==> config.mk <==
export PLATFORM = sky130hd
export DESIGN_NAME = instr_fetch
export DESIGN_NICKNAME = d
export VERILOG_FILES = /design/src/rtl/instr_fetch.sv
export SDC_FILE = /design/constraint.sdc
export NUM_CORES = 1
export LEC_CHECK = 0
export CAP_MARGIN = 0
export CORE_ASPECT_RATIO = 0.7
export CORE_MARGIN = 3
export CORE_UTILIZATION = 35
export DETAILED_ROUTE_END_ITERATION = 8
export GPL_ROUTABILITY_DRIVEN = 0
export GPL_TIMING_DRIVEN = 0
export SYNTH_ARGS = -nofsm -noshare
export SYNTH_HDL_FRONTEND = slang
export SYNTH_SLANG_ARGS = --single-unit
==> constraint.sdc <==
create_clock -name clk -period 10.2 [get_ports clk]
set_input_delay 3.06 -clock clk [delete_from_list [all_inputs] [get_ports clk]]
set_output_delay 3.06 -clock clk [all_outputs]
set_load 0.02 [all_outputs]
==> src/rtl/instr_fetch.sv <==
// Instruction fetch stage: PC generation, credit-limited instruction memory requests,
// in-order response buffering and redirect flushing toward the decode stage.
module instr_fetch #(
  parameter logic [31:0] RESET_PC = 32'h0000_0000,
  parameter int          DEPTH    = 2
) (
  input  logic        clk,
  input  logic        rst_n,
  output logic        imem_req_valid,
  output logic [31:0] imem_req_addr,
  input  logic        imem_req_ready,
  input  logic        imem_rsp_valid,
  input  logic [31:0] imem_rsp_data,
  input  logic        pc_src,
  input  logic [31:0] pc_target,
  output logic        instr_valid,
  input  logic        instr_ready,
  output logic [31:0] instr,
  output logic [31:0] instr_pc,
  output logic [6:0]  op_code,
  output logic [2:0]  func3,
  output logic        func7b6
);

  localparam int CW = $clog2(DEPTH + 1);
  localparam int PW = $clog2(DEPTH);
  localparam logic [CW-1:0] DEPTH_C = CW'(DEPTH);

  typedef enum logic {
    RUN,
    DRAIN
  } state_t;

  typedef struct packed {
    logic [31:0] word;
    logic [31:0] pc;
  } entry_t;

  state_t          state_q, state_d;
  logic [31:0]     fetch_pc_q;
  logic [CW-1:0]   outstanding_q;
  logic [CW-1:0]   stale_q;
  logic [CW-1:0]   count_q;
  logic [PW-1:0]   fifo_rd_q, fifo_wr_q;
  logic [PW-1:0]   pcq_rd_q, pcq_wr_q;
  entry_t          fifo_mem [DEPTH];
  logic [31:0]     pcq_mem  [DEPTH];

  logic            in_run;
  logic [CW:0]     inflight;
  logic            req_fire;
  logic            fifo_push;
  logic            fifo_pop;
  logic [CW-1:0]   stale_on_redirect;
  logic [31:0]     target_aligned;
  entry_t          head;
  logic            unused_target_bits;

  function automatic logic [PW-1:0] ptr_inc(input logic [PW-1:0] p);
    return (p == PW'(DEPTH - 1)) ? '0 : p + 1'b1;
  endfunction

  assign unused_target_bits = ^pc_target[1:0];
  assign target_aligned     = {pc_target[31:2], 2'b00};
  assign in_run             = (state_q == RUN);
  assign inflight           = {1'b0, outstanding_q} + {1'b0, count_q};
  assign req_fire           = imem_req_valid & imem_req_ready;
  // A response that coincides with a redirect belongs to the old path and is dropped.
  assign fifo_push          = in_run & imem_rsp_valid & ~pc_src;
  assign fifo_pop           = instr_valid & instr_ready;
  assign stale_on_redirect  = outstanding_q + CW'(req_fire) - CW'(imem_rsp_valid);
  assign head               = fifo_mem[fifo_rd_q];

  // NOTE: sequential state uses non-blocking assignments so every register samples
  // pre-edge values; combinational blocks use blocking assignments with defaults first.
  always_ff @(posedge clk or negedge rst_n) begin
    if (!rst_n) begin
      state_q <= RUN;
    end else begin
      state_q <= state_d;
    end
  end

  always_comb begin
    state_d = state_q;
    case (state_q)
      RUN: begin
        if (pc_src && (stale_on_redirect != '0)) state_d = DRAIN;
      end
      DRAIN: begin
        if (imem_rsp_valid && (stale_q == CW'(1))) state_d = RUN;
      end
      default: state_d = RUN;
    endcase
  end

  // Request valid is gated by rst_n so the bus stays idle while reset is held.
  always_comb begin
    imem_req_valid = rst_n & in_run & (inflight < {1'b0, DEPTH_C});
    imem_req_addr  = fetch_pc_q;
    instr_valid    = (count_q != '0);
    instr          = instr_valid ? head.word : 32'h0;
    instr_pc       = instr_valid ? head.pc   : 32'h0;
  end

  assign op_code = instr[6:0];
  assign func3   = instr[14:12];
  assign func7b6 = instr[30];

  always_ff @(posedge clk or negedge rst_n) begin
    if (!rst_n) begin
      fetch_pc_q    <= RESET_PC;
      outstanding_q <= '0;
      stale_q       <= '0;
      count_q       <= '0;
      fifo_rd_q     <= '0;
      fifo_wr_q     <= '0;
      pcq_rd_q      <= '0;
      pcq_wr_q      <= '0;
    end else if (in_run) begin
      if (pc_src) begin
        fetch_pc_q    <= target_aligned;
        stale_q       <= stale_on_redirect;
        outstanding_q <= '0;
        count_q       <= '0;
        fifo_rd_q     <= '0;
        fifo_wr_q     <= '0;
        pcq_rd_q      <= '0;
        pcq_wr_q      <= '0;
      end else begin
        if (req_fire) begin
          fetch_pc_q <= fetch_pc_q + 32'd4;
          pcq_wr_q   <= ptr_inc(pcq_wr_q);
        end
        if (imem_rsp_valid) pcq_rd_q <= ptr_inc(pcq_rd_q);
        outstanding_q <= outstanding_q + CW'(req_fire) - CW'(imem_rsp_valid);
        if (fifo_push) fifo_wr_q <= ptr_inc(fifo_wr_q);
        if (fifo_pop)  fifo_rd_q <= ptr_inc(fifo_rd_q);
        count_q <= count_q + CW'(fifo_push) - CW'(fifo_pop);
      end
    end else begin
      // Draining: the buffer is already empty; only the target and stale count move.
      if (pc_src) fetch_pc_q <= target_aligned;
      if (imem_rsp_valid && (stale_q != '0)) stale_q <= stale_q - CW'(1);
    end
  end

  // NOTE: storage arrays carry no reset; pointers and count define which entries are
  // meaningful, and the outputs are forced to zero whenever the buffer is empty.
  always_ff @(posedge clk) begin
    if (in_run && req_fire) pcq_mem[pcq_wr_q] <= fetch_pc_q;
    if (fifo_push) fifo_mem[fifo_wr_q] <= '{word: imem_rsp_data, pc: pcq_mem[pcq_rd_q]};
  end

  a_no_overflow: assert property (@(posedge clk) disable iff (!rst_n)
    fifo_push |-> ((count_q < DEPTH_C) || fifo_pop));

  a_rsp_expected: assert property (@(posedge clk) disable iff (!rst_n)
    imem_rsp_valid |-> (in_run ? (outstanding_q != '0) : (stale_q != '0)));

endmodule

==> run_results.csv <==
group,metric,value,unit
clock_network,post_cts_buffers,0,
sta,rsz0062_at_grt,"false",
drt,drt_pre_antenna_iters,5,
pwr,fin_total_pwr,3090,uW
final_layout,antenna_fix_cells,0,
die,floorplan.initialDensity,36.3,%
synth,postSynth.asyncResetShare,18.2,%
sta,timing.final.crit_period,7860,ps
setup_path,cp_cell_sequence,"buf_2 -> buf_12 -> nor4b_4 -> clkdlybuf4s50_1",
global_routing,largest_net_degree_at_the_start_of_global_routing,43,
synth,xor_and_xnor_fraction_of_the_mapped_netlist_area,0.553,%
clock_network,cts_inserted_buffers,23,
final_layout,final.fill_count,2325,
sta,fin_setup_tns,0,ps
clock_network,cts.repair.resized,0,
die,placementRows,49,
sta,worst_margin_pin_slew,1220,ps
flow_run,drv_cap,0,
clock_network,cts.sinks,225,
synth,ys_top_cells_by_area,"sky130_fd_sc_hd__edfxtp_1 58%, sky130_fd_sc_hd__dfrtp_1 11%, sky130_fd_sc_hd__mux2i_1 7.0%, sky130_fd_sc_hd__nor2_1 3.6%, sky130_fd_sc_hd__mux2_2 3.6%",
global_routing,grt_pass1_vias,5932,
placement,placed_cell_area,11800,sq um
hold_path,holdCritPathClass,"register to register",
drt,route.antenna.remaining_nets,0,
hold_path,min_from,"imem_req_addr[22]",
setup_path,worst_path_max_delay_cell,"sky130_fd_sc_hd__clkdlybuf4s50_1",
final_layout,final_layout_size_suffix_gt1_share,11.4,%
placement,place.detailed.hpwl,16.8,mm
pwr,power.static_leakage,0.00459,uW
sta,fin_skew,11.8,ps
clock_network,cts_tree,"built",
drt,detail_route.iter0.violations,508,
setup_path,cp_data_required_time,7140,ps
synth,number_of_register_bits_inferred_by_synthesis,225,
setup_path,worst-setup-path-type,"primary input to output port",
pwr,max-vdd-ir-drop,119,uV
sta,final-max-slew-violation-count,0,
synth,synth_compound_gate_area_share,6.27,%
setup_path,startpoint_type,"primary input",
setup_path,crit_path_end_kind,"output port",
setup_path,largest_delay_contributor_family_on_the_critical_path,"buffers and inverters",
global_routing,antenna_violations_before_repair,0,
sta,timing.slew.headroom,18.2,%
run_status,outcome,"finished clean",
clock_network,worst_skew_pair.late_latency,510,ps
final_layout,final_common_cell,"sky130_fd_sc_hd__edfxtp_1",
final_layout,design_area,12600,sq um
setup_path,critPathMaxStageDelay,700,ps
synth,synth_simple_gate_area_share,9.56,%
synth,synth.mux.area_fraction,10.5,%
sta,fmax,127,MHz
placement,number_of_i_o_port_buffers,172,
synth,yosys.area_share.adder,1.13,%
sta,endpoints_failing_setup,0,
die,fp.dieW,203,um
final_layout,most-common-layout-cells,"184 x sky130_fd_sc_hd__edfxtp_1, 171 x sky130_fd_sc_hd__clkdlybuf4s50_1, 90 x sky130_fd_sc_hd__nor2_1, 66 x sky130_fd_sc_hd__mux2i_1, 41 x sky130_fd_sc_hd__dfrtp_1",
drt,vias,6267,
sta,timing.final.crit_share,77.0,%
clock_network,clock_path_buffers,3,
die,die_footprint,29200,sq um
global_routing,grt_remaining_overflow,0,
synth,synth.largest_area_cell,"sky130_fd_sc_hd__edfxtp_1",
synth,syn_area,9500,sq um
synth,yosysSeqAreaShare,69.0,%
global_routing,gr-usage-all-layers,16.1,%
synth,synth-edff-count,184,
drt,drc_violations_left,0,
die,boundaryPins,179,
die,floorplan.core_area,26200,sq um
synth,synth_top_area_share,58.2,%
final_layout,finish.net_count,963,
clock_network,cts.hold.buffers_added,0,
clock_network,root_buffer,"sky130_fd_sc_hd__clkbuf_16",
synth,synthFlopType,"sky130_fd_sc_hd__edfxtp_1",
drt,via_per_inst,4.98,
drt,wirelength,23.9,mm
synth,synth_top_family_by_area,"multiplexers",
pwr,power.density,246,nW/um^2
final_layout,area.growth.synth_to_final,32.2,%
clock_network,h-tree-depth,1,
synth,netlist_instances,680,
global_routing,grt_pass1_wl,36.2,mm
setup_path,crit_path_start,"rst_n",
synth,yosys_warnings,0,
die,floorplan.die.height,144,um
drt,wl_per_cell,19.0,um
clock_network,worst_setup_hold_path_clk_slew,60,ps
setup_path,worst-endpoint-arrival,4800,ps
setup_path,critPathBufInv,3,
setup_path,critical_path.max_fanout,29,
setup_path,worstReg2RegStart,"outstanding_q[0]",
synth,syn_area_per_cell,14.0,sq um
synth,synth.distinct_cells,55,
sta,final_hold_viol_count,0,
-- path summary, 6_finish.rpt --
kind                            slack, ps  cells after the start                 to
min in group asynchronous            2460                      1  imem_req_addr[16]
max in group asynchronous            7240                      2          fifo_rd_q
worst max register to register       6910                     14         stale_q[1]
worst min register to register        520                      0     pcq_mem[1][22]
worst min-delay path                  520                      0     pcq_mem[1][22]
worst max-delay path                 2340                      4     imem_req_valid
-- registers in the layout (all words and copies together) (netlist names) --
signal         flops
stale_q            2
fifo_mem         124
imem_req_addr     30
pcq_rd_q           1
outstanding_q      2
count_q            2
state_q            1
fifo_rd_q          1
pcq_mem           60
fifo_wr_q          1
pcq_wr_q           1
-- worst register-to-register path, delay by kind of cell, from the launching register on --
family                   cells  cell delay [ps]
AND/OR/NAND/NOR              4              920
XOR/XNOR                     2              380
buffers and inverters        3              290
flip-flops                   1              400
AO/OA/AOI/OAI                2              260
adder cells (fa/ha/maj)      3              950
-- cells in the mapped netlist, types with 6 or more instances --
cell                       count
sky130_fd_sc_hd__edfxtp_1    184
sky130_fd_sc_hd__buf_4        16
sky130_fd_sc_hd__buf_1         7
sky130_fd_sc_hd__nor2_1       92
sky130_fd_sc_hd__dfrtp_1      41
sky130_fd_sc_hd__mux2i_1      66
sky130_fd_sc_hd__ha_1          7
sky130_fd_sc_hd__mux2_2       30
sky130_fd_sc_hd__nand2_1      38
sky130_fd_sc_hd__o21ai_0      22
sky130_fd_sc_hd__inv_1         6
sky130_fd_sc_hd__nand3_1      15
sky130_fd_sc_hd__nor3_1        8
sky130_fd_sc_hd__nand4_1      10
sky130_fd_sc_hd__and2_1        6
sky130_fd_sc_hd__clkbuf_1     24
sky130_fd_sc_hd__a21oi_1      26
sky130_fd_sc_hd__and3_1       11
-- power by group --
part / switching (uW) / internal, uW / total (uW)
clock network: 340 / 477 / 817
logic: 598 / 477 / 1080
registers: 80.5 / 1110 / 1190
-- through the flow --
stage / cells / util [%] / setup slack, ps / hold slack [ps]
6_report: 1259 / 48.0 / 2340 / 517
4_1_cts: 1259 / 48.0 / 2310 / 523
3_5_place_dp: 1217 / 45.1 / 2330 / 509
3_3_place_gp: 1212 / 44.6 / 543 / 516
5_1_grt: 1259 / 48.0 / 2190 / 552
2_1_floorplan: 683 / - / 3380 / 492
-- area by class of cell --
class | count | area [sq um] | share of cell area [%]
multi-input cells | 400 | 2700 | 21.5
clock inverters | 10 | 81.3 | 0.648
clock buffers | 32 | 659 | 5.25
repair buffers | 177 | 1840 | 14.6
well taps | 357 | 447 | 3.56
flip-flops and latches | 225 | 6550 | 52.2
inverters | 8 | 30.0 | 0.239
plain buffers | 50 | 251 | 2.00
-- logic make-up after synthesis --
logic type / after synthesis
adders and majority gates: 8
xor gates and xnor gates: 6
and+or+nand+nor: 195
buffers and inverters: 58
AOI/OAI and AO/OA: 91
other: 1
muxes: 96
DFF: 225
-- metal layers --
layer | GRT usage, % | part of all wire [%] | vias to the layer above
met1 | 24.0 | 47 | 3024
met3 | 3.58 | 7.6 | 32
met5 | 0 | 0 | -
met2 | 24.4 | 44 | 257
met4 | 3.35 | 1.7 | 0
li1 | - | - | 2954
No activity file was read; power rests on OpenSTA's default activity.
